$ cat src/rtl/vai_tx_sched.sv
// vai_tx_sched: round-robin c0 Tx read-request scheduler with
// per-requester credit caps and drain handshake.
module vai_tx_sched #(
  parameter int NUM_REQ = 16,
  parameter int DATA_W  = 64,
  parameter int ID_W    = 4,
  parameter int MAX_OUT = 32,
  parameter int CNT_W   = 8
) (
  input  logic                       pClk,
  input  logic                       SoftReset_n,
  input  logic [NUM_REQ-1:0]         req_valid,
  input  logic [NUM_REQ*DATA_W-1:0]  req_data,
  output logic [NUM_REQ-1:0]         req_ready,
  input  logic                       up_almfull,
  output logic                       out_valid,
  output logic [DATA_W-1:0]          out_data,
  output logic [ID_W-1:0]            out_id,
  input  logic                       rsp_valid,
  input  logic [ID_W-1:0]            rsp_id,
  input  logic [NUM_REQ-1:0]         drain_req,
  output logic [NUM_REQ-1:0]         drain_done,
  output logic [NUM_REQ*CNT_W-1:0]   outstanding,
  output logic                       err_underflow
);

  typedef enum logic [1:0] {
    RUN,
    DRAIN,
    DONE
  } drainSt_e;

  localparam logic [CNT_W-1:0] MaxOut = CNT_W'(MAX_OUT);
  localparam logic [ID_W-1:0]  LastId = ID_W'(NUM_REQ - 1);

  logic [NUM_REQ-1:0] elig;
  logic [NUM_REQ-1:0] gnt;
  logic [NUM_REQ-1:0] rspHit;
  logic [NUM_REQ-1:0] cntZero;
  logic [ID_W-1:0]    rrPtr;
  logic [ID_W-1:0]    gntIdx;
  logic [ID_W-1:0]    hiIdx;
  logic [ID_W-1:0]    loIdx;
  logic               hiFound;
  logic               found;
  logic               idBad;
  logic               underflow;
  logic [DATA_W-1:0]  gntData;

  if (NUM_REQ < (1 << ID_W)) begin : gIdChk
    assign idBad = rsp_id > LastId;
  end else begin : gIdFull
    assign idBad = 1'b0;
  end

  assign underflow = rsp_valid & (idBad | (|(rspHit & cntZero)));
  assign req_ready = gnt;

  // Lowest eligible index at/above the pointer wins, else lowest overall.
  always_comb begin
    hiFound = 1'b0;
    hiIdx   = '0;
    loIdx   = '0;
    for (int i = NUM_REQ - 1; i >= 0; i--) begin
      if (elig[i]) begin
        loIdx = ID_W'(i);
        if (i >= int'(rrPtr)) begin
          hiFound = 1'b1;
          hiIdx   = ID_W'(i);
        end
      end
    end
    found  = |elig;
    gntIdx = hiFound ? hiIdx : loIdx;
    gnt    = '0;
    for (int i = 0; i < NUM_REQ; i++) begin
      gnt[i] = found && (gntIdx == ID_W'(i));
    end
  end

  always_comb begin
    gntData = '0;
    for (int i = 0; i < NUM_REQ; i++) begin
      if (gnt[i]) begin
        gntData = gntData | req_data[i*DATA_W +: DATA_W];
      end
    end
  end

  always_ff @(posedge pClk or negedge SoftReset_n) begin
    if (!SoftReset_n) begin
      out_valid     <= 1'b0;
      out_data      <= '0;
      out_id        <= '0;
      rrPtr         <= '0;
      err_underflow <= 1'b0;
    end else begin
      out_valid <= found;
      if (found) begin
        out_data <= gntData;
        out_id   <= gntIdx;
        rrPtr    <= (gntIdx == LastId) ? '0 : gntIdx + ID_W'(1);
      end
      if (underflow) begin
        err_underflow <= 1'b1;
      end
    end
  end

  for (genvar i = 0; i < NUM_REQ; i++) begin : gReq
    logic [CNT_W-1:0] cntQ;
    logic             inc;
    logic             dec;
    drainSt_e         st;
    drainSt_e         stNext;

    assign rspHit[i]  = rsp_valid && (rsp_id == ID_W'(i));
    assign cntZero[i] = (cntQ == '0);
    assign elig[i]    = SoftReset_n & req_valid[i] & ~drain_req[i]
                      & (cntQ < MaxOut) & ~up_almfull;
    assign inc        = gnt[i];
    assign dec        = rspHit[i] & ~cntZero[i];

    assign outstanding[i*CNT_W +: CNT_W] = cntQ;
    assign drain_done[i] = (st == DONE);

    always_ff @(posedge pClk or negedge SoftReset_n) begin
      if (!SoftReset_n) begin
        cntQ <= '0;
        st   <= RUN;
      end else begin
        st <= stNext;
        if (inc && !dec) begin
          cntQ <= cntQ + CNT_W'(1);
        end else if (dec && !inc) begin
          cntQ <= cntQ - CNT_W'(1);
        end
      end
    end

    // An idle requester skips DRAIN and completes one cycle after the request.
    always_comb begin
      stNext = st;
      unique case (st)
        RUN: begin
          if (drain_req[i]) begin
            stNext = cntZero[i] ? DONE : DRAIN;
          end
        end
        DRAIN: begin
          if (!drain_req[i]) begin
            stNext = RUN;
          end else if (cntZero[i]) begin
            stNext = DONE;
          end
        end
        DONE: begin
          if (!drain_req[i]) begin
            stNext = RUN;
          end
        end
        default: stNext = RUN;
      endcase
    end
  end

endmodule

$ cat config.mk
export PLATFORM = sky130hd
export DESIGN_NAME = vai_tx_sched
export DESIGN_NICKNAME = d
export VERILOG_FILES = /design/src/rtl/vai_tx_sched.sv
export SDC_FILE = /design/constraint.sdc
export NUM_CORES = 1
export LEC_CHECK = 0
export CORE_AREA = 2 2 503 505
export CTS_CLUSTER_DIAMETER = 100
export DETAILED_ROUTE_END_ITERATION = 6
export DIE_AREA = 0 0 505 507
export GPL_ROUTABILITY_DRIVEN = 0
export PLACE_DENSITY = 0.33
export SYNTH_ARGS = -nofsm -noshare
export SYNTH_HDL_FRONTEND = slang
export SYNTH_SLANG_ARGS = --single-unit
$ cat constraint.sdc
create_clock -name pClk -period 8.8 [get_ports pClk]
set_input_delay 0.88 -clock pClk [delete_from_list [all_inputs] [get_ports pClk]]
set_output_delay 0.88 -clock pClk [all_outputs]
set_load 0.005 [all_outputs]
==> results.json <==
{
  "fmax_ghz": 0.1308,
  "route.detailed.drc": 1,
  "worstSkewPairLatency_ps": 680,
  "vdd_drop_max_uv": 192.3,
  "vias": 29330,
  "cts_tree": "yes",
  "status": "finished, violations left",
  "worstReg2RegStart": "gReq[1].cntQ[6]$_DFFE_PN0P_",
  "p_sw_share_pct": 52.36,
  "cp_cell_sequence": "clkdlybuf4s50_1 -> nor2b_2 -> buf_4 -> nand4b_1 -> o2111ai_1 -> or3_1 -> buf_4 -> nor2_1 -> and3_1 -> a2bb2oi_1 -> ha_2 -> inv_1 -> a41oi_1 -> nand3_4 -> nor2_4 -> buf_4 -> clkdlybuf4s50_1",
  "cts_resized": 0,
  "slowest_delay_ps": 690,
  "final.min_clock_period_ps": 7643,
  "leakage_nw": 14.11,
  "synthFlopType": "dfrtp_1",
  "yosys-top-cells-count": "234 x dfrtp_1, 214 x nand2_1, 161 x a21oi_1, 140 x nor2_1, 137 x a22oi_1",
  "cts_sinks": 234,
  "syn_nets": 3601,
  "crit_arrival_ps": 6760,
  "worstSetupEndpoint": "req_ready[13]",
  "tightest_slew_ps": 1341,
  "startpoint": "up_almfull",
  "grt_overflow_total": 0,
  "post-route-period-util_pct": 86.86,
  "rsz0062_at_grt": "no",
  "synth_compound_area_share_pct": 34.23,
  "fillers": 28294,
  "pwr-share-comb_pct": 68.9,
  "synth_area_sq_um": 20730,
  "grt_pass1_vias": 28618,
  "cts_buffer_depth": 3,
  "seq_area_frac_synth_pct": 28.25,
  "drv_slew": 0,
  "synth_xor_area_share_pct": 5.409,
  "port_buffers": 1293,
  "ys_ff_latch": 234,
  "post_drt_wl_per_cell_um": 41.62,
  "synth-edff-count": 0,
  "hpwl_um": 248200,
  "r2r-end": "gReq[13].cntQ[7]$_DFFE_PN0P_",
  "reg2regPathDepth": 26,
  "required_ps": 7920,
  "async_flop_share_pct": 100.0,
  "setup_tns_ps": 0,
  "cp-end-kind": "primary output",
  "rrSetupSlack_ps": 1730,
  "slew_headroom_pct": 10.57,
  "critical-path-slowest-cell": "clkdlybuf4s50_1",
  "power_frac_seq_pct": 16.7,
  "synth_area_leaders": "dfrtp_1 28%, ha_1 7.0%, a22oi_1 5.0%",
  "die_y_um": 507,
  "pin_count": 1294,
  "yosysWarnings": 0,
  "pwr-share-clk_pct": 14.4,
  "root_buffer": "clkbuf_16",
  "syn_area_per_cell_sq_um": 8.618,
  "internal_power_mw": 6.214,
  "die_w_um": 505,
  "start_util_pct": 8.275,
  "grt_start_max_net_pins": 122,
  "setup_viol": 0,
  "clk_pin_slew_ps": 50,
  "powerDensity_nw_per_um2": 325.9,
  "wl_um": 297900,
  "violations": "DRC",
  "die_area_sq_um": 256000,
  "cp_common_cell": "buf_4",
  "fp-row-count": 184,
  "muxShareOfSynthArea_pct": 4.618,
  "synth_cells": 2405,
  "synth_most_common_cell": "dfrtp_1",
  "synth_top_area_cell": "dfrtp_1",
  "ant_nets": 0,
  "fin_total_pwr_mw": 13.04,
  "hold_violations": 0,
  "fin_skew_ps": 29.90,
  "drive_above_1_share_pct": 7.719,
  "core_area_sq_um": 250500,
  "crit_path_start_kind": "input pin",
  "syn_to_final_growth_pct": 93.06,
  "power.switching_mw": 6.828,
  "dr.pass1.iters": 7,
  "drv_cap": 0,
  "antenna_found_initial": 289,
  "postCtsSetupBuffers": 0,
  "synth-simple-area-share_pct": 13.48,
  "grt_pass1_wl_um": 363000,
  "worstSetupPathType": "in2out",
  "postCtsHoldBufs": 0,
  "ys_types": 85,
  "synth_top_family_by_area": "compound AO/OA/AOI/OAI gates",
  "holdCritPathClass": "in2async",
  "synth_top_area_share_pct": 28.25,
  "htreeDepth": 2,
  "numCtsBuffers": 45,
  "final_nets": 4856,
  "vias_per_cell": 4.099,
  "drt_iter0_drc": 3128,
  "synth_fa_ha_area_share_pct": 8.548,
  "grt_usage_pct": 22.34,
  "cp_max_fo": 23
}
-- cells by family (layout without fill, tap and decap cells) --
| kind of cell | count (synthesis) | in the layout |
|---|---|---|
| XOR/XNOR | 128 | 128 |
| flip-flops | 234 | 234 |
| adder cells (fa/ha/maj) | 132 | 132 |
| buffers and inverters | 261 | 1548 |
| AO/OA/AOI/OAI | 966 | 966 |
| AND/OR/NAND/NOR | 595 | 595 |
| other | 0 | 116 |
| multiplexers | 89 | 89 |
-- metal layers --
metal / track usage, % / wire (um) / part of all wire, %
met1: 25.72 / 113500 / 38
met3: 9.550 / 33190 / 11
met4: 10.40 / 16220 / 5.4
met5: 0 / 875 / 0.29
met2: 35.61 / 134100 / 45
-- power groups by stage --
| stage | combinational, mW | sequential (mW) | clock, mW |
|---|---|---|---|
| floorplan | 4.08 | 2.01 | 0 |
| global placement | 9.07 | 2.19 | 0 |
| detailed placement | 9.07 | 2.19 | 0 |
| CTS | 9.12 | 2.18 | 1.94 |
| global route | 9.57 | 2.26 | 1.96 |
| finish | 8.99 | 2.18 | 1.88 |
-- worst max-delay path: cells and delay by family --
| family | cells | cell delay (ps) |
|---|---|---|
| compound gates | 3 | 1360 |
| fa+ha+maj | 1 | 380 |
| buf+inv | 6 | 2410 |
| simple gates | 7 | 1690 |
-- worst min path at each step --
stage / endpoint / slack (ps) / depth (start not counted)
after floorplan: gReq[13].st[0]$_DFFE_PN0P_ / 420 / 1
after global placement: gReq[5].st[0]$_DFFE_PN0P_ / 440 / 1
after detailed placement: gReq[9].st[0]$_DFFE_PN0P_ / 440 / 1
after CTS: gReq[15].cntQ[3]$_DFFE_PN0P_ / 80 / 1
after global routing: gReq[15].cntQ[3]$_DFFE_PN0P_ / 110 / 1
final: gReq[1].cntQ[7]$_DFFE_PN0P_ / 130 / 1
-- registers in the layout, summed over array words and instances, names as in the netlist --
register,cells
gReq.cntQ,128
out_data,64
gReq.st,32
out_id,4
rrPtr,4
err_underflow,1
out_valid,1
-- per-stage QoR --
stage / instance area, sq um / hold WS, ps / setup WS (ps) / utilization [%] / instances
2_1_floorplan: 20730 / 422.9 / 2697 / - / 2405
3_3_place_gp: 38220 / 435.6 / 1016 / 15.26 / 6961
3_5_place_dp: 38220 / 438.7 / 976.7 / 15.26 / 6961
4_1_cts: 39720 / 76.23 / 980.3 / 15.86 / 7040
5_1_grt: 39870 / 106.1 / 770.5 / 15.92 / 7100
6_report: 40010 / 126.5 / 1157 / 15.97 / 7156
-- layout by cell type (no fill, tap or decap), drive strengths merged, types with 30 or more instances in the layout --
master	n
inv	75
a22oi	137
mux2i	36
a222oi	43
a221oi	86
dfrtp	234
a31oi	40
buf	102
ha	116
xor2	32
a22o	59
clkbuf	59
nand2	214
a221o	30
xnor2	96
o21ai	136
nor3	43
o32a	30
o21bai	49
a21oi	162
diode	116
nor2	145
mux2	53
nand3	79
clkdlybuf4s50	1292
-- area by class of cell --
type                       count  area [sq um]  area share, %
multi-input combinational   1910         14070          35.17
timing repair buffer        1394         13820          34.53
sequential                   234          5856          14.63
tap                         3348          4189          10.47
clock buffer                  59          1239          3.096
antenna                      116         290.3         0.7255
inverter                      75         286.5         0.7161
clock inverter                20         261.5         0.6535
No activity file was read; power rests on OpenSTA's default activity.
